File: config.mk
export PLATFORM = sky130hd
export DESIGN_NAME = myo_spi_slave
export DESIGN_NICKNAME = d
export VERILOG_FILES = /design/src/rtl/myo_spi_slave.sv
export SDC_FILE = /design/constraint.sdc
export NUM_CORES = 1
export LEC_CHECK = 0
export CORE_AREA = 3 3 89 91
export DETAILED_ROUTE_END_ITERATION = 6
export DIE_AREA = 0 0 92 94
export SLEW_MARGIN = 0
export SYNTH_ARGS = -nofsm -noshare
export SYNTH_HDL_FRONTEND = slang
export SYNTH_SLANG_ARGS = --single-unit
File: constraint.sdc
create_clock -name clock -period 1.9 [get_ports clock]
set_input_delay 0.285 -clock clock [delete_from_list [all_inputs] [get_ports clock]]
set_output_delay 0.285 -clock clock [all_outputs]
set_load 0.05 [all_outputs]
File: src/rtl/myo_spi_slave.sv
// SPI mode-0 slave endpoint: oversamples SCK/MOSI/SS_N in the system clock domain, receives
// MSB-first words on MOSI and shifts a valid/ready-supplied word out on MISO.
module myo_spi_slave #(
   parameter int unsigned           WORD_WIDTH  = 16,
   parameter int unsigned           SYNC_STAGES = 2,
   parameter logic [WORD_WIDTH-1:0] IDLE_WORD   = '0
) (
   input  logic                  clock,
   input  logic                  reset,
   input  logic                  sck,
   input  logic                  mosi,
   input  logic                  ss_n,
   output logic                  miso,
   output logic                  miso_oe,
   output logic [WORD_WIDTH-1:0] rx_data,
   output logic                  rx_valid,
   input  logic [WORD_WIDTH-1:0] tx_data,
   input  logic                  tx_valid,
   output logic                  tx_ready,
   output logic                  frame_active,
   output logic [7:0]            word_count,
   output logic                  underrun_err,
   output logic                  frame_err,
   input  logic                  err_clear
);

   localparam int unsigned CW = $clog2(WORD_WIDTH);
   localparam logic [CW-1:0] LAST_BIT = CW'(WORD_WIDTH - 1);

   typedef enum logic {
      ST_IDLE,
      ST_ACTIVE
   } state_t;

   state_t state, state_nxt;

   logic [SYNC_STAGES-1:0] sck_sync, mosi_sync, ss_sync;
   logic                   sck_prev, ss_prev;
   logic                   sck_s, mosi_s, ss_s;
   logic                   sck_rise, sck_fall, ss_rise, ss_fall;

   logic [WORD_WIDTH-1:0]  shift_in, shift_out, shift_in_nxt;
   logic [CW-1:0]          bit_cnt;

   logic                   load, frame_start, sample, word_done, shift_en, frame_abort;

   // Synchroniser chains reset low, so a reset taken while ss_n is held low cannot
   // manufacture a falling edge: the master must deselect and reselect to start a frame.
   always_ff @(posedge clock) begin
      if (reset) begin
         sck_sync  <= '0;
         mosi_sync <= '0;
         ss_sync   <= '0;
         sck_prev  <= 1'b0;
         ss_prev   <= 1'b0;
      end else begin
         // NOTE: non-blocking assignments let every stage sample the previous stage's old value.
         sck_sync  <= {sck_sync[SYNC_STAGES-2:0], sck};
         mosi_sync <= {mosi_sync[SYNC_STAGES-2:0], mosi};
         ss_sync   <= {ss_sync[SYNC_STAGES-2:0], ss_n};
         sck_prev  <= sck_sync[SYNC_STAGES-1];
         ss_prev   <= ss_sync[SYNC_STAGES-1];
      end
   end

   assign sck_s    = sck_sync[SYNC_STAGES-1];
   assign mosi_s   = mosi_sync[SYNC_STAGES-1];
   assign ss_s     = ss_sync[SYNC_STAGES-1];
   assign sck_rise =  sck_s & ~sck_prev;
   assign sck_fall = ~sck_s &  sck_prev;
   assign ss_rise  =  ss_s  & ~ss_prev;
   assign ss_fall  = ~ss_s  &  ss_prev;

   always_ff @(posedge clock) begin
      if (reset) state <= ST_IDLE;
      else       state <= state_nxt;
   end

   always_comb begin
      // NOTE: every output of this block gets a default first, so no path infers a latch.
      state_nxt   = state;
      load        = 1'b0;
      frame_start = 1'b0;
      sample      = 1'b0;
      word_done   = 1'b0;
      shift_en    = 1'b0;
      frame_abort = 1'b0;
      case (state)
         ST_IDLE: begin
            if (ss_fall) begin
               state_nxt   = ST_ACTIVE;
               frame_start = 1'b1;
               load        = 1'b1;
            end
         end
         ST_ACTIVE: begin
            // A select edge masks any SCK edge seen in the same cycle.
            if (ss_rise) begin
               state_nxt   = ST_IDLE;
               frame_abort = (bit_cnt != '0);
            end else if (sck_rise) begin
               sample = 1'b1;
               if (bit_cnt == LAST_BIT) begin
                  word_done = 1'b1;
                  load      = 1'b1;
               end
            end else if (sck_fall && bit_cnt != '0) begin
               shift_en = 1'b1;
            end
         end
         default: state_nxt = ST_IDLE;
      endcase
   end

   assign shift_in_nxt = {shift_in[WORD_WIDTH-2:0], mosi_s};
   assign tx_ready     = load & tx_valid;
   assign frame_active = (state == ST_ACTIVE);
   assign miso_oe      = frame_active;

   always_ff @(posedge clock) begin
      if (reset) begin
         shift_in     <= '0;
         shift_out    <= '0;
         bit_cnt      <= '0;
         rx_data      <= '0;
         rx_valid     <= 1'b0;
         word_count   <= '0;
         miso         <= 1'b0;
         underrun_err <= 1'b0;
         frame_err    <= 1'b0;
      end else begin
         rx_valid <= word_done;
         if (word_done) rx_data <= shift_in_nxt;
         if (sample)    shift_in <= shift_in_nxt;

         if (frame_start)  bit_cnt <= '0;
         else if (sample)  bit_cnt <= word_done ? '0 : bit_cnt + 1'b1;

         if (frame_start)                            word_count <= '0;
         else if (word_done && word_count != 8'hFF)  word_count <= word_count + 8'd1;

         if (load)          shift_out <= tx_valid ? tx_data : IDLE_WORD;
         else if (shift_en) shift_out <= {shift_out[WORD_WIDTH-2:0], 1'b0};

         miso <= frame_active & shift_out[WORD_WIDTH-1];

         // Sticky flags: a set in the same cycle as err_clear takes priority.
         if (load && !tx_valid) underrun_err <= 1'b1;
         else if (err_clear)    underrun_err <= 1'b0;

         if (frame_abort)       frame_err <= 1'b1;
         else if (err_clear)    frame_err <= 1'b0;
      end
   end

endmodule

======== Word level (Yosys, flattened, before mapping) ========
Cells that the tools add are included.
storage, ports and cells
  bits in registers ....................... 72
  bits of input ports ..................... 23
  output and inout port bits .............. 31
  word-level logic and storage cells ...... 64
operators by class
  add/subtract/negate cells ............... 2
  equality and inequality tests ........... 2
  multiplexer cells ....................... 25
  bitwise logic cells ..................... 11
  reductions and logical operators ........ 9
operators with widths
  kind                   number
  $mux W16               3
  $mux W1                19
  $add A8 B1 Y8 const B  1
  $ne A8 B8 Y1 const B   1
  $and A1 B1 Y1          6
  $reduce_bool A2 Y1     3
  $not A1 Y1             5
  $add A4 B1 Y4 const B  1
  $eq A4 B4 Y1 const B   1
  $mux W4                1
  $pmux W1 S2            2
  $reduce_bool A4 Y1     1
  $logic_and A1 B1 Y1    3
  $reduce_or A2 Y1       1
  $logic_not A1 Y1       1

======== Longest topological paths before layout ========
Gate-level depths: netlist of the first run.
  depth in word-level cells ............... 9
  depth in mapped cells ................... 8
  gate-level depth less buffers ........... 6

======== Worst setup path after synthesis of the first run ========
Ideal clock, no wire load.
  kind .................................... flip-flop to output port
  from .................................... reg state (netlist: frame_active)
  to ...................................... out tx_ready
  data arrival time ....................... 2.143 ns
  data required time ...................... 1.615 ns
  path slack .............................. -0.528 ns
  stages on the path, launching flop included .. 6
  cell sequence ........................... dfxtp_1 > buf_4 > and4_4 > a31oi_4 > buf_2 > nor2b_1
between the ends
  longest elaborated chain between the ends .. 3
ends and longest elaborated chain
  item                      RTL line  source
  start: declaration        35        state_t state, state_nxt;
  start signal: assignment  76        else state <= state_nxt;
  $not A1 Y1                -
  $pmux W1 S2 (*)           88        case (state)
  $and A1 B1 Y1 (*)         116       assign tx_ready = load & tx_valid;
  end: declaration          19        output logic tx_ready,
Mark *: on every way between the ends. The rest lies on a longest branch, timed or not.

======== Worst setup path after layout of the first run ========
  from .................................... reg bit_cnt[1]
  to ...................................... out tx_ready
between the ends
  longest elaborated chain between the ends .. 6
ends and longest elaborated chain
  item                      RTL line  source
  start: declaration        43        logic [CW-1:0] bit_cnt;
  start signal: assignment  137       else if (sample) bit_cnt <= word_done ? '0 : bit_cnt + 1'b1;
  $eq A4 B4 Y1              103       if (bit_cnt == LAST_BIT) begin
  $mux W1                   103
  $mux W1                   101       end else if (sck_rise) begin
  $mux W1                   98        if (ss_rise) begin
  $pmux W1 S2               88
  $and A1 B1 Y1             116
No other way between the ends.

==> impl_results.html, run 1 <==
<table>
<tr><th>Metric</th><th>Value</th></tr>
<tr><th colspan="2">Clocking</th></tr>
<tr><td>Clock tree from TritonCTS</td><td>yes</td></tr>
<tr><td>Worst-skew pair later-pin latency</td><td>350 ps</td></tr>
<tr><td>Number of setup buffers added after CTS</td><td>0</td></tr>
<tr><td>CTS Root Cell</td><td>sky130_fd_sc_hd__clkbuf_8</td></tr>
<tr><td>Clk buf depth</td><td>2</td></tr>
<tr><td>Clock edge transition at the registers on the reported setup and hold paths</td><td>70 ps</td></tr>
<tr><td>Number of buffers created by CTS</td><td>9</td></tr>
<tr><td>H-tree level count</td><td>3</td></tr>
<tr><td>Sinks on the clock net</td><td>72</td></tr>
<tr><th colspan="2">Detailed routing</th></tr>
<tr><td>Post-DRT Antenna Nets</td><td>0</td></tr>
<tr><td>DRC marker count from the first detailed-route iteration</td><td>80</td></tr>
<tr><td>Total number of vias</td><td>2161</td></tr>
<tr><td>Iteration count of the initial detailed-routing pass</td><td>4</td></tr>
<tr><td>Vias per std cell</td><td>4.98</td></tr>
<tr><td>Residual DRC count</td><td>0</td></tr>
<tr><td>Average wire per standard cell</td><td>12.9 um</td></tr>
<tr><td>Total detailed-routing wirelength</td><td>5.60 mm</td></tr>
<tr><th colspan="2">Yosys</th></tr>
<tr><td>Fraction of synthesized cell area taken by the top area cell type</td><td>50.5%</td></tr>
<tr><td>Post-Synth XOR/XNOR Area</td><td>0.921%</td></tr>
<tr><td>Cell type contributing the most total cell area after synthesis</td><td>sky130_fd_sc_hd__dfxtp_1</td></tr>
<tr><td>Largest family of logic cells by synthesized area</td><td>compound AO/OA/AOI/OAI gates</td></tr>
<tr><td>Ys async rst share</td><td>0%</td></tr>
<tr><td>Synth Cell Area</td><td>2850 um^2</td></tr>
<tr><td>Synth Flop Type</td><td>sky130_fd_sc_hd__dfxtp_1</td></tr>
<tr><td>Cells after synthesis</td><td>278</td></tr>
<tr><td>Adder-cell area share of the yosys netlist</td><td>1.32%</td></tr>
<tr><td>Mapped Nets</td><td>304</td></tr>
<tr><td>EDFF count, synth</td><td>0</td></tr>
<tr><td>Synthesized-area fraction occupied by ao, oa, aoi and oai cells</td><td>16.9%</td></tr>
<tr><td>Top post-synthesis cells by area</td><td>sky130_fd_sc_hd__dfxtp_1 (51%), sky130_fd_sc_hd__mux2i_1 (11%), sky130_fd_sc_hd__a22o_1 (4.6%)</td></tr>
<tr><td>Share of synthesized cell area in and, or, nand and nor gates</td><td>14.3%</td></tr>
<tr><td>Mean cell area of the mapped netlist</td><td>10.3 um^2</td></tr>
<tr><td>Mux cell area share after synthesis</td><td>10.9%</td></tr>
<tr><td>#FFs+latches synth</td><td>72</td></tr>
<tr><td>Yosys warnings</td><td>0</td></tr>
<tr><td>Part of the Yosys area used for sequential elements</td><td>50.5%</td></tr>
<tr><td>Cell variety after synth</td><td>41</td></tr>
<tr><th colspan="2">Critical path</th></tr>
<tr><td>Critical path class</td><td>reg -&gt; out</td></tr>
<tr><td>Kind of end point of the critical path</td><td>primary output</td></tr>
<tr><td>CP Max Fanout</td><td>4</td></tr>
<tr><td>Critical path required time</td><td>1620 ps</td></tr>
<tr><td>Worst Path Arrival</td><td>1550 ps</td></tr>
<tr><td>Startpoint Class</td><td>flop</td></tr>
<tr><th colspan="2">Placed design</th></tr>
<tr><td>Buffers added on ports</td><td>53</td></tr>
<tr><td>Detailed placer's ending HPWL</td><td>3.90 mm</td></tr>
<tr><td>Final RePlAce weighted congestion</td><td>0.806</td></tr>
<tr><td>Cell Area, Placed</td><td>3480 um^2</td></tr>
<tr><th colspan="2">Floorplan</th></tr>
<tr><td>Die span in x</td><td>92 um</td></tr>
<tr><td>Die outline height</td><td>94 um</td></tr>
<tr><td>Number of placed I/O pins</td><td>54</td></tr>
<tr><td>Area inside the core boundary</td><td>7210 um^2</td></tr>
<tr><td>Standard-cell rows</td><td>31</td></tr>
<tr><td>Starting utilization of the core area</td><td>39.5%</td></tr>
<tr><td>DIE AREA</td><td>8650 um^2</td></tr>
<tr><th colspan="2">Final layout</th></tr>
<tr><td>Net total in the final layout</td><td>356</td></tr>
<tr><td>FF/Latch Area</td><td>1450 um^2</td></tr>
<tr><td>Most common cell after layout, fill and taps aside</td><td>sky130_fd_sc_hd__dfxtp_1</td></tr>
<tr><td>Diode count</td><td>0</td></tr>
<tr><td>Finished Cell Area</td><td>3700 um^2</td></tr>
<tr><td>Area of the multi-input gates</td><td>1280 um^2</td></tr>
<tr><td>Utilization of the core after routing</td><td>51.3%</td></tr>
<tr><td>Filler cell count</td><td>703</td></tr>
<tr><td>Commonest non-fill, non-tap cells in the layout</td><td>sky130_fd_sc_hd__dfxtp_1 (69), sky130_fd_sc_hd__clkdlybuf4s50_1 (43), sky130_fd_sc_hd__mux2i_1 (31)</td></tr>
<tr><td>P&amp;R area growth vs syn</td><td>29.9%</td></tr>
<tr><td>Layout cells sized above 1</td><td>13.1%</td></tr>
<tr><th colspan="2">Global route</th></tr>
<tr><td>Total global routing track utilization</td><td>14.1%</td></tr>
<tr><td>Grt total ovfl</td><td>0</td></tr>
<tr><td>Global-route wire length before repair</td><td>9.58 mm</td></tr>
<tr><td>Initial antenna violation count</td><td>0</td></tr>
<tr><td>Vias in the first global route</td><td>2030</td></tr>
<tr><td>Maximum number of pins on one net before global-route repair</td><td>38</td></tr>
<tr><th colspan="2">Timing</th></tr>
<tr><td>Final min period</td><td>1840 ps</td></tr>
<tr><td>Transition at the pin with the smallest max-transition slack</td><td>603 ps</td></tr>
<tr><td>Timing-limited maximum frequency</td><td>544 MHz</td></tr>
<tr><td>Endpoints failing setup</td><td>0</td></tr>
<tr><td>Final sum of negative setup slack</td><td>0 ps</td></tr>
<tr><td>Worst-case headroom to the max-slew limit</td><td>59.8%</td></tr>
<tr><td>Setup repair after global routing missed its margin</td><td>yes</td></tr>
<tr><td>Final number of max-transition violations</td><td>0</td></tr>
<tr><td>Number of failing hold endpoints at the final stage</td><td>0</td></tr>
<tr><td>Hold slack</td><td>315 ps</td></tr>
<tr><td>Setup skew after layout</td><td>7.78 ps</td></tr>
<tr><td>Ratio of final minimum period to clock period</td><td>96.8%</td></tr>
<tr><th colspan="2">Power</th></tr>
<tr><td>IR Drop Worst-Case VDD</td><td>664 uV</td></tr>
<tr><td>Areal power density over the cells</td><td>781 nW/um^2</td></tr>
<tr><td>Cell leakage power</td><td>1.47 nW</td></tr>
<tr><th colspan="2">Flow run</th></tr>
<tr><td>Max-cap violations</td><td>0</td></tr>
<tr><th colspan="2">Hold path</th></tr>
<tr><td>Classification of the worst-slack hold path</td><td>in -&gt; reg</td></tr>
<tr><th colspan="2">Outcome</th></tr>
<tr><td>Status</td><td>completed</td></tr>
</table>
[synth_stat cells (2+ instances only)]
cell type,count
sky130_fd_sc_hd__and4_1,2
sky130_fd_sc_hd__o31ai_1,4
sky130_fd_sc_hd__and3_1,2
sky130_fd_sc_hd__nand4_1,3
sky130_fd_sc_hd__ha_1,3
sky130_fd_sc_hd__nand2_1,7
sky130_fd_sc_hd__a21oi_1,24
sky130_fd_sc_hd__or4_1,5
sky130_fd_sc_hd__nor3_1,3
sky130_fd_sc_hd__clkbuf_1,9
sky130_fd_sc_hd__inv_1,6
sky130_fd_sc_hd__dfxtp_1,72
sky130_fd_sc_hd__buf_2,7
sky130_fd_sc_hd__nand2b_1,2
sky130_fd_sc_hd__o21ai_0,3
sky130_fd_sc_hd__buf_6,2
sky130_fd_sc_hd__nor2b_1,10
sky130_fd_sc_hd__nor2_1,22
sky130_fd_sc_hd__mux2i_1,31
sky130_fd_sc_hd__xor2_1,2
sky130_fd_sc_hd__buf_4,4
sky130_fd_sc_hd__nor2_2,2
sky130_fd_sc_hd__nand3_1,5
sky130_fd_sc_hd__o41ai_1,3
sky130_fd_sc_hd__a22o_1,15
sky130_fd_sc_hd__a211oi_1,15
[layer usage]
metal | global-route usage (%) | part of all wire, % | wire length [um]
met3 | 5.29 | 5.1 | 283
met5 | 0 | 0 | 0
met2 | 22.3 | 47 | 2640
met4 | 5.20 | 0.91 | 51
met1 | 17.5 | 47 | 2630
[state kept, by name, indices dropped and copies added, names as in the netlist]
name / cells
sck_sync: 2
frame_active: 1
shift_out: 16
miso: 1
bit_cnt: 4
ss_prev: 1
rx_data: 16
mosi_sync: 2
word_count: 8
ss_sync: 2
sck_prev: 1
rx_valid: 1
frame_err: 1
shift_in: 15
underrun_err: 1
[worst max-delay path, stage by stage, from the launching register on]
cell                      delay [ps]
sky130_fd_sc_hd__dfxtp_2         350
sky130_fd_sc_hd__ha_2            180
sky130_fd_sc_hd__and4_4          270
sky130_fd_sc_hd__a31oi_4         120
sky130_fd_sc_hd__nor2b_4         130
sky130_fd_sc_hd__buf_6           160
[what timing repair did]
action,in CTS,in global routing
endpoints found under the setup margin,4,6
resized for setup,5,5
pin swaps,0,1
hold buffers,0,0
[final cells by class]
type,instances,share of cell area [%]
multi-input cells,177,34.5
clock inverters,6,1.86
flip-flops and latches,72,39.0
well taps,99,3.34
repair buffers,64,17.0
inverters,6,0.608
clock buffers,10,3.72
[where the power goes]
| part | leakage (nW) | internal (W) | switching (W) |
|---|---|---|---|
| logic | 0.789 | 0.0000708 | 0.0000705 |
| clock network | 0.102 | 0.000646 | 0.000568 |
| registers | 0.584 | 0.00153 | 0.00000946 |
| total | 1.47 | 0.00224 | 0.000648 |
[final timing paths]
path	startpoint	to	slack [ps]	cells after the start
worst min-delay path	reset	ss_sync[1]	310	2
worst max register to register	bit_cnt[1]	word_count[7]	160	5
worst max-delay path	bit_cnt[1]	tx_ready	60	5
worst min register to register	mosi_sync[0]	mosi_sync[1]	440	1
[through the flow]
step                setup slack [ps]  total power, W  cells
detailed placement               125         0.00171    418
floorplan                       48.6         0.00165    278
CTS                             1.57         0.00293    434
finish                          60.8         0.00289    434
global route                   -27.8         0.00302    434
global placement                 151         0.00171    418
[cells by family (layout without fill, tap and decap cells)]
| family | after synthesis | after routing |
|---|---|---|
| AO/OA/AOI/OAI | 68 | 68 |
| flip-flops | 72 | 72 |
| buffers and inverters | 29 | 86 |
| adder cells (fa/ha/maj) | 3 | 3 |
| AND/OR/NAND/NOR | 72 | 72 |
| multiplexers | 31 | 31 |
| XOR/XNOR | 3 | 3 |
Power figures use the tool's default switching activity.
==> inputs of run 2 (changes only) <==
Settings changed: CTS_CLUSTER_DIAMETER set to 40, REMOVE_ABC_BUFFERS set to 1, TNS_END_PERCENT set to 5.
==> impl_results.html, run 2 (synthesis results as in run 1) <==
<table>
<tr><th>Metric</th><th>Value</th></tr>
<tr><th colspan="2">Global route</th></tr>
<tr><td>Initial antenna violation count</td><td>0 (unchanged)</td></tr>
<tr><td>Grt total ovfl</td><td>0 (unchanged)</td></tr>
<tr><td>Maximum number of pins on one net before global-route repair</td><td>34 (was 38)</td></tr>
<tr><td>Total global routing track utilization</td><td>13.5% (was 14.1%)</td></tr>
<tr><td>Vias in the first global route</td><td>2052 (was 2030)</td></tr>
<tr><td>Global-route wire length before repair</td><td>9.25 mm (was 9.58 mm)</td></tr>
<tr><th colspan="2">Critical path</th></tr>
<tr><td>Ordered list of cells on the worst path</td><td>ha_1 &gt; and4_4 &gt; a31oi_4 &gt; nor2b_2 &gt; buf_6 (was ha_2 &gt; and4_4 &gt; a31oi_4 &gt; nor2b_4 &gt; buf_6)</td></tr>
<tr><td>CP Max Fanout</td><td>4 (unchanged)</td></tr>
<tr><td>Endpoint of the worst-slack reg-to-reg timing path</td><td>shift_out[4] (was word_count[7])</td></tr>
<tr><td>Critical path required time</td><td>1620 ps (about the same)</td></tr>
<tr><td>Slowest stage delay, CP</td><td>350 ps (about the same)</td></tr>
<tr><td>Flop-to-flop setup slack</td><td>160 ps (about the same)</td></tr>
<tr><td>Cell count of the worst reg-to-reg path</td><td>7 (was 5)</td></tr>
<tr><td>Startpoint Class</td><td>flop (unchanged)</td></tr>
<tr><td>Kind of end point of the critical path</td><td>primary output (unchanged)</td></tr>
<tr><td>Worst Path Arrival</td><td>1560 ps (was 1550 ps)</td></tr>
<tr><td>Critical path class</td><td>reg -&gt; out (unchanged)</td></tr>
<tr><td>Library cell contributing the largest single delay on the critical path</td><td>sky130_fd_sc_hd__dfxtp_2 (unchanged)</td></tr>
<tr><td>Worst reg2reg path startpoint</td><td>bit_cnt[0] (was bit_cnt[1])</td></tr>
<tr><th colspan="2">Timing</th></tr>
<tr><td>Final number of max-transition violations</td><td>0 (unchanged)</td></tr>
<tr><td>Worst-case headroom to the max-slew limit</td><td>59.8% (about the same)</td></tr>
<tr><td>Transition at the pin with the smallest max-transition slack</td><td>603 ps (about the same)</td></tr>
<tr><td>Hold slack</td><td>319 ps (was 315 ps)</td></tr>
<tr><td>Number of failing hold endpoints at the final stage</td><td>0 (unchanged)</td></tr>
<tr><td>Endpoints failing setup</td><td>0 (unchanged)</td></tr>
<tr><td>Ratio of final minimum period to clock period</td><td>97.4% (was 96.8%)</td></tr>
<tr><td>Setup repair after global routing missed its margin</td><td>yes (unchanged)</td></tr>
<tr><td>Final min period</td><td>1850 ps (was 1840 ps)</td></tr>
<tr><td>Least setup slack across all paths after layout</td><td>50.1 ps (was 60.8 ps)</td></tr>
<tr><td>Setup skew after layout</td><td>7.54 ps (was 7.78 ps)</td></tr>
<tr><td>Timing-limited maximum frequency</td><td>541 MHz (was 544 MHz)</td></tr>
<tr><th colspan="2">Final layout</th></tr>
<tr><td>Diode count</td><td>0 (unchanged)</td></tr>
<tr><td>P&amp;R area growth vs syn</td><td>30.1% (was 29.9%)</td></tr>
<tr><td>Finished Cell Area</td><td>3710 um^2 (was 3700 um^2)</td></tr>
<tr><td>Commonest non-fill, non-tap cells in the layout</td><td>sky130_fd_sc_hd__dfxtp_1 (70), sky130_fd_sc_hd__clkdlybuf4s50_1 (43), sky130_fd_sc_hd__mux2i_1 (31) (was sky130_fd_sc_hd__dfxtp_1 (69), sky130_fd_sc_hd__clkdlybuf4s50_1 (43), sky130_fd_sc_hd__mux2i_1 (31))</td></tr>
<tr><td>Layout cells sized above 1</td><td>13.4% (was 13.1%)</td></tr>
<tr><td>Net total in the final layout</td><td>356 (unchanged)</td></tr>
<tr><td>Biggest regs</td><td>rx_data: 16 flops, shift_out: 16 flops, shift_in: 15 flops (unchanged)</td></tr>
<tr><td>Most common cell after layout, fill and taps aside</td><td>sky130_fd_sc_hd__dfxtp_1 (unchanged)</td></tr>
<tr><th colspan="2">Detailed routing</th></tr>
<tr><td>Total detailed-routing wirelength</td><td>5.45 mm (was 5.60 mm)</td></tr>
<tr><td>DRC marker count from the first detailed-route iteration</td><td>88 (was 80)</td></tr>
<tr><td>Average wire per standard cell</td><td>12.6 um (was 12.9 um)</td></tr>
<tr><td>Total number of vias</td><td>2139 (was 2161)</td></tr>
<tr><td>Vias per std cell</td><td>4.93 (was 4.98)</td></tr>
<tr><td>Residual DRC count</td><td>0 (unchanged)</td></tr>
<tr><td>Post-DRT Antenna Nets</td><td>0 (unchanged)</td></tr>
<tr><td>Iteration count of the initial detailed-routing pass</td><td>4 (unchanged)</td></tr>
<tr><th colspan="2">Power</th></tr>
<tr><td>Cell leakage power</td><td>1.51 nW (was 1.47 nW)</td></tr>
<tr><td>Power Total</td><td>0.00281 W (was 0.00289 W)</td></tr>
<tr><td>Areal power density over the cells</td><td>756 nW/um^2 (was 781 nW/um^2)</td></tr>
<tr><td>IR Drop Worst-Case VDD</td><td>359 uV (was 664 uV)</td></tr>
<tr><th colspan="2">Floorplan</th></tr>
<tr><td>Standard-cell rows</td><td>31 (unchanged)</td></tr>
<tr><td>Area inside the core boundary</td><td>7210 um^2 (unchanged)</td></tr>
<tr><td>Number of placed I/O pins</td><td>54 (unchanged)</td></tr>
<tr><td>Starting utilization of the core area</td><td>39.5% (unchanged)</td></tr>
<tr><td>Die outline height</td><td>94 um (unchanged)</td></tr>
<tr><td>Die span in x</td><td>92 um (unchanged)</td></tr>
<tr><td>DIE AREA</td><td>8650 um^2 (unchanged)</td></tr>
<tr><th colspan="2">Clocking</th></tr>
<tr><td>H-tree level count</td><td>3 (unchanged)</td></tr>
<tr><td>Number of buffers created by CTS</td><td>9 (unchanged)</td></tr>
<tr><td>Sinks on the clock net</td><td>72 (unchanged)</td></tr>
<tr><td>CTS Root Cell</td><td>sky130_fd_sc_hd__clkbuf_8 (unchanged)</td></tr>
<tr><td>Worst-skew pair later-pin latency</td><td>350 ps (about the same)</td></tr>
<tr><td>Clock edge transition at the registers on the reported setup and hold paths</td><td>80 ps (was 70 ps)</td></tr>
<tr><td>Clk buf depth</td><td>2 (unchanged)</td></tr>
<tr><td>Clock tree from TritonCTS</td><td>yes (unchanged)</td></tr>
<tr><th colspan="2">Hold path</th></tr>
<tr><td>Classification of the worst-slack hold path</td><td>in -&gt; reg (unchanged)</td></tr>
<tr><td>End point of the most critical hold path</td><td>shift_in[0] (was ss_sync[1])</td></tr>
<tr><td>Startpoint of the tightest hold check path</td><td>reset (unchanged)</td></tr>
<tr><td>Worst hold path cell count</td><td>2 (unchanged)</td></tr>
<tr><th colspan="2">Placed design</th></tr>
<tr><td>Post-placement worst setup slack</td><td>133 ps (was 125 ps)</td></tr>
<tr><td>Final RePlAce weighted congestion</td><td>0.738 (was 0.806)</td></tr>
<tr><td>Cell Area, Placed</td><td>3490 um^2 (was 3480 um^2)</td></tr>
<tr><td>Detailed placer's ending HPWL</td><td>3.75 mm (was 3.90 mm)</td></tr>
<tr><td>Buffers added on ports</td><td>53 (unchanged)</td></tr>
<tr><th colspan="2">Outcome</th></tr>
<tr><td>Status</td><td>completed (unchanged)</td></tr>
<tr><th colspan="2">Flow run</th></tr>
<tr><td>Max-cap violations</td><td>0 (unchanged)</td></tr>
</table>
-- run 2: final cells by class --
class,instances,area (um^2)
clock buffers,9,124
clock inverters,7,62.6
fillers,696,3500
inverters,6,22.5
multi-input cells,177,1280
flip-flops and latches,72,1440
well taps,99,124
repair buffers,64,649
-- run 2: worst max-delay path by stage --
stage                      start             to  slack (ps)  depth (start not counted)
finish                bit_cnt[1]       tx_ready          50                          5
CTS                      ss_prev       tx_ready         -20                          4
floorplan           frame_active       tx_ready        -920                          3
global placement      bit_cnt[0]   shift_out[5]         170                          7
global route          bit_cnt[1]       tx_ready         -30                          5
detailed placement    bit_cnt[0]  shift_out[13]         130                          7
-- run 2: worst max-delay path, delay by kind of cell, from the launching register on --
kind            cells  cell delay, ps
compound gates      1             120
flops               1             350
buf+inv             1             160
fa+ha+maj           1             170
simple gates        2             410
-- run 2: power by group --
part / internal [W] / leakage, nW / switching [W]
Sequential: 0.00153 / 0.583 / 0.00000911
Combinational: 0.0000727 / 0.831 / 0.0000712
Clock: 0.000500 / 0.0927 / 0.000627
Total: 0.00210 / 1.51 / 0.000708
-- run 2: metrics by stage --
step                      TNS (ps)  util, %  cells
after floorplan             -27140        -    255
after global placement           0     48.4    418
after detailed placement         0     48.4    418
after CTS                    -20.8     51.0    434
after global routing         -33.6     51.4    434
final                            0     51.4    434
-- run 2: repair_timing --
| item | 4_1_cts | 5_1_grt |
|---|---|---|
| buffers inserted | 0 | 0 |
| resized for setup | 5 | 10 |
| hold buffers | 0 | 0 |
| hold endpoints to repair | 0 | 0 |
| endpoints found under the setup margin | 3 | 15 |
| pin swaps | 1 | 1 |
-- run 2: layer usage --
layer / global-route usage [%] / vias to the layer above / part of all wire (%)
met5: 0 / - / 0
met4: 8.29 / 0 / 2.1
met3: 3.29 / 9 / 5.1
met2: 20.7 / 49 / 45
met1: 17.2 / 965 / 48
li1: - / 1116 / -
==> RTL change 1: new RTL, settings of run 1 <==
Change the parameter `SYNC_STAGES` from 2 to 4.
--- a/src/rtl/myo_spi_slave.sv
+++ b/src/rtl/myo_spi_slave.sv
@@ -4,3 +4,3 @@
    parameter int unsigned           WORD_WIDTH  = 16,
-   parameter int unsigned           SYNC_STAGES = 2,
+   parameter int unsigned           SYNC_STAGES = 4,
    parameter logic [WORD_WIDTH-1:0] IDLE_WORD   = '0
Formal check against the unedited RTL: not equivalent (a bounded check fails within 4 cycles, from zero or initial values and one cycle with reset high).
==> RTL change 1 against run 1 <==
  * Worst setup slack gained 0.014 ns
  * Area after synthesis up 5.0%
  * Sequential cell count up 6
  * Final area is 6.3% higher
  * Power increased by 1.9%
  * Fmax increased by 0.75%
  * Via count rose by 3.9%
  * Core utilization grew 3.2 points
  * Largest cell class unchanged
  * Synthesized cell count increased by 3.6%
  * Routed wire length is 8.8% higher
  * Register-to-register slack lost 0.06 ns
  * Critical endpoint is now word_count[1]
  * Sequential power rose by 7%
  * Critical path type unchanged
==> RTL change 1: results (changes against run 1) <==
* Synth top area cells: dfxtp_1 (52%), mux2i_1 (11%), a22o_1 (4.4%)
* Placed Area at 3630 µm² (+4.1%)
* GRT Overall Usage at 14.9% (+0.81 points)
* Synth top cells by count: dfxtp_1 (78), mux2i_1 (32), a21oi_1 (23), nor2_1 (22), nor2b_1 (16)
* Synth Area per Inst at 10.4 µm² (+1.4%)
* Status: completed
* Grt met2 use at 22.4% (+0.12 points)
* Met3 Usage GRT at 3.77% (-1.5 points)
* Drt first-iter violations at 109 (+36%)
* Worst vdd ir at 418 µV (-37%)
* H-tree levels at 3 (unchanged)
* Share of layout cells above drive strength 1 at 14.5% (+1.4 points)
* Largest net degree at the start of global routing at 24 (-37%)
* Mapped Nets at 314 (+3.3%)
* Final nets at 372 (+4.5%)
* Max incr delay on CP at 0.82 ns (+0.47 ns)
* Clk Latency, worst-skew pair at 0.34 ns
* Ant diodes at 0 (unchanged)
* Seq/Total Area, Yosys at 52.2% (+1.6 points)
* Met1 usage at 20.5% (+3.0 points)
* Top cell family by delay on the critical path: buffers and inverters
* First-pass GRT wire length at 10.4 mm (+8.6%)
* Mux cell area share after synthesis at 10.7% (-0.18 points)
* CP max-delay cell: clkdlybuf4s50_1
* FILL cells at 671 (-4.6%)
* Worst-path clk slew at 0.09 ns (+0.02 ns)
* Vias per inst at 4.99 (+0.24%)
* Final std cells w/o fill at 450 (+3.7%)
* P_leak at 1.73 nW (+17%)
* Xor/xnor share of the synthesized area at 0.878% (-0.044 points)
* Asr flop ratio synth at 0% (unchanged)
* Post-route clock skew at 0.0106 ns (+0.00278 ns)
* Slew @ Worst Pin at 0.525 ns (-0.0777 ns)
* Synth cell types at 42 (+2.4%)
* Synth Area in Compound Gates at 15.4% (-1.5 points)
* DP HPWL at 3.83 mm (-1.9%)
* Placed insts at 428 (+2.4%)
* GP Congestion at 0.792 (-1.7%)
* Post-Route WL at 6.10 mm (+8.8%)
-- RTL change 1: cells by family after synthesis --
group | after synthesis
AND/OR/NAND/NOR | 79
flip-flops | 78
AO/OA/AOI/OAI | 66
multiplexers | 32
buffers and inverters | 27
XOR/XNOR | 3
adder cells (fa/ha/maj) | 3
-- RTL change 1: repair_timing --
item / in CTS / in global routing
setup buffers: 4 / 1
endpoints found under the setup margin: 4 / 20
cloned: 1 / 1
pin swaps: 2 / 1
gates resized for setup: 11 / 9
-- RTL change 1: final timing paths --
path                                    start             to  slack, ns  cells after the start
worst max-delay path            word_count[1]  word_count[1]       0.07                      1
worst min-delay path                    reset    shift_in[6]       0.30                      2
worst max register to register     bit_cnt[0]  word_count[3]       0.10                      6
worst min register to register     ss_sync[0]     ss_sync[1]       0.44                      1
-- RTL change 1: cell type report --
type,instances,share of cell area (%)
Timing Repair Buffer,67,17.1
Clock inverter,7,1.59
Clock buffer,9,3.15
Inverter,6,0.572
Multi-Input combinational cell,184,34.7
Sequential cell,78,39.8
Tap cell,99,3.15
-- RTL change 1: stage by stage --
stage                     setup TNS, ns  total power, mW  utilization (%)
after floorplan                       0             1.74                -
after global placement                0             1.81             50.3
after detailed placement              0             1.81             50.3
after CTS                             0             2.98             54.1
after global routing           -0.00225             3.06             54.6
final                                 0             2.94             54.6
-- RTL change 1: metal layers --
layer / share of wire (%) / wire length (µm)
met5: 0 / 0
met1: 51 / 3140
met4: 0.82 / 50
met3: 3.8 / 229
met2: 44 / 2680
-- RTL change 1: where the power goes --
group	leakage (nW)	switching, mW	total [mW]	internal, mW
Combinational	1.00	0.0565	0.120	0.0630
Sequential	0.632	0.00521	1.65	1.65
Clock	0.0931	0.669	1.17	0.504
Total	1.73	0.731	2.94	2.21
==> RTL change 2: new RTL, flow settings as in run 1 <==
Without the edit above. Make the reset (`reset`) asynchronous in 3 clocked blocks. Comments in the files are not updated.
--- a/src/rtl/myo_spi_slave.sv
+++ b/src/rtl/myo_spi_slave.sv
@@ -48,3 +48,3 @@
    // manufacture a falling edge: the master must deselect and reselect to start a frame.
-   always_ff @(posedge clock) begin
+   always_ff @(posedge clock or posedge reset) begin
       if (reset) begin
@@ -73,3 +73,3 @@
 
-   always_ff @(posedge clock) begin
+   always_ff @(posedge clock or posedge reset) begin
       if (reset) state <= ST_IDLE;
@@ -119,3 +119,3 @@
 
-   always_ff @(posedge clock) begin
+   always_ff @(posedge clock or posedge reset) begin
       if (reset) begin
Formal check against the unedited RTL: differs if reset is asserted again (counterexample within 4 cycles, from zero or initial values and one cycle with reset high); with reset held inactive, the same outputs for 10 cycles.
==> RTL change 2 against run 1 <==
  * The run now ends with negative setup slack left
  * Register-to-register slack worse by 0.09 ns
  * Cell count is 9.2% higher
  * Count of clock-buffer cells in the layout stayed put
  * Final area is 17% higher
  * Sequential cell count stayed put
  * Area after synthesis is 12% higher
  * Worst setup slack worse by 0.091 ns
  * Non-clock buffer count is 21 higher
  * Routed wire length is 15% higher
  * Fmax is 4.7% lower
  * First-iteration DRC count is 93% higher
Power is not compared: it rests on default switching activity, and its combinational part moved more than twofold at a synthesized area within 25%.
==> RTL change 2: results (changes against run 1) <==
* P_leak at 2.08 nW
* Violated checks: negative setup slack
* Most frequent cell after synthesis: dfrtp_1
* Synth Area per Inst at 11.3 µm² (+9.9%)
* Crit-path max FO at 5 (+1)
* Post-route clock skew at 0.00819 ns (+0.000408 ns)
* Biggest registers after layout: rx_data x16, shift_out x16, shift_in x15
* Slew HR at 66.0% (+6.2 points)
* FILL cells at 628 (-11%)
* H-tree levels at 3 (unchanged)
* Synth cell types at 46 (+12%)
* Vias per inst at 4.89 (-1.7%)
* Status: finished, violations left
* Mapped Nets at 310 (+2.0%)
* CTS Buf Count at 9 (unchanged)
* Largest net degree at the start of global routing at 73 (+92%)
* Clk Latency, worst-skew pair at 0.34 ns
* Final setup viols at 1 (+1)
* PnR worst setup slack at -0.0299 ns (-0.0907 ns)
* Vias in the first global route at 2448 (+21%)
* Share of layout cells above drive strength 1 at 25.1% (+12 points)
* Worst vdd ir at 423 µV
* Worst Path Arrival at 1.64 ns (+0.09 ns)
* Final nets at 396 (+11%)
* Worst-path clk slew at 0.08 ns
* Final std cells w/o fill at 474 (+9.2%)
* DR WL/cell at 13.6 µm (+5.3%)
* Placed insts at 442 (+5.7%)
* DP HPWL at 4.24 mm (+8.7%)
* Asr flop ratio synth at 100% (+100 points)
* GP Congestion at 0.780 (-3.2%)
* Port buffer count at 53 (unchanged)
* Drt pass-1 iters at 4 (unchanged)
* Syn. warnings at 0 (unchanged)
* Ant diodes at 0 (unchanged)
* Clock tree buffer depth at 2 (unchanged)
* Clock root buffer: clkbuf_8
* GRT Overall Usage at 16.0% (+1.9 points)
* First-pass GRT wire length at 11.0 mm (+15%)
* Synth top cells by count: dfrtp_1 (72), nand2_1 (59), mux2i_1 (23), mux2_2 (21), inv_1 (17)
* Initial antenna violation count at 0 (unchanged)
* Drt first-iter violations at 154 (+93%)
* Seq/Total Area, Yosys at 56.3% (+5.7 points)
* Worst hold path class: reg -> reg
* Synth top area cells: dfrtp_1 (56%), mux2_2 (7.4%), mux2i_1 (7.2%)
* Psw at 1.00 mW
## RTL change 2: stage by stage
step	hold WS (ns)	cell area [µm²]	power, mW	TNS [ns]	worst slack [ns]
final	0.352	4320	3.75	-0.0299	-0.0299
after global routing	0.362	4320	3.97	-0.0756	-0.0756
after CTS	0.355	4250	3.78	-0.0591	-0.0591
after detailed placement	0.337	3930	2.50	-0.687	-0.0980
after global placement	0.332	3930	2.49	-0.346	-0.0523
after floorplan	0.316	3210	2.31	-0.168	-0.168
## RTL change 2: critical path, cell delays in order, from the launching register on
cell	delay, ns
dfrtp_1	0.39
buf_6	0.13
or3b_4	0.38
o31ai_4	0.08
and2_4	0.19
buf_12	0.13
## RTL change 2: timing repair
action / CTS / global route
endpoints found under the setup margin: 14 / 28
gates resized for setup: 11 / 9
gates cloned: 0 / 1
pin swaps: 4 / 1
setup buffers: 10 / 6
hold buffers: 0 / 0
## RTL change 2: area by class of cell
class | instances | area, µm² | share of cell area, %
Tap cell | 99 | 124 | 2.87
Clock buffer | 10 | 138 | 3.18
Clock inverter | 6 | 67.6 | 1.56
Sequential cell | 72 | 1800 | 41.7
Inverter | 17 | 71.3 | 1.65
Timing Repair Buffer | 85 | 795 | 18.4
Multi-Input combinational cell | 185 | 1330 | 30.7
## RTL change 2: kinds of logic after synthesis
group	after synthesis	synth area share, %
compound gates	29	6.41
xor+xnor	1	0.274
fa+ha+maj	3	1.17
buf+inv	28	4.49
flops	72	56.3
mux	46	15.4
simple gates	105	16.0
## RTL change 2: worst paths after layout
kind | cells after the start | slack (ns) | to | from
setup / recovery | 5 | -0.03 | tx_ready | ss_sync[1]
max in group asynchronous | 3 | 1.19 | frame_active | reset
hold / removal | 0 | 0.35 | sck_sync[1] | sck_sync[0]
setup reg to reg | 6 | 0.07 | word_count[3] | bit_cnt[0]
min in group asynchronous | 3 | 0.38 | rx_data[1] | reset
hold reg to reg | 0 | 0.35 | sck_sync[1] | sck_sync[0]
## RTL change 2: layer usage
layer,up-vias,track usage [%],wire (µm)
li1,1140,-,-
met1,1121,20.2,2900
met2,50,26.0,3130
met3,9,3.69,313
met4,0,7.67,102
met5,-,0,0
## RTL change 2: power groups by stage
| stage | logic, mW | registers [mW] | clock network, mW |
|---|---|---|---|
| global route | 0.743 | 1.89 | 1.34 |
| detailed placement | 0.621 | 1.88 | 0 |
| finish | 0.659 | 1.85 | 1.24 |
| global placement | 0.606 | 1.88 | 0 |
| CTS | 0.655 | 1.85 | 1.27 |
| floorplan | 0.422 | 1.89 | 0 |
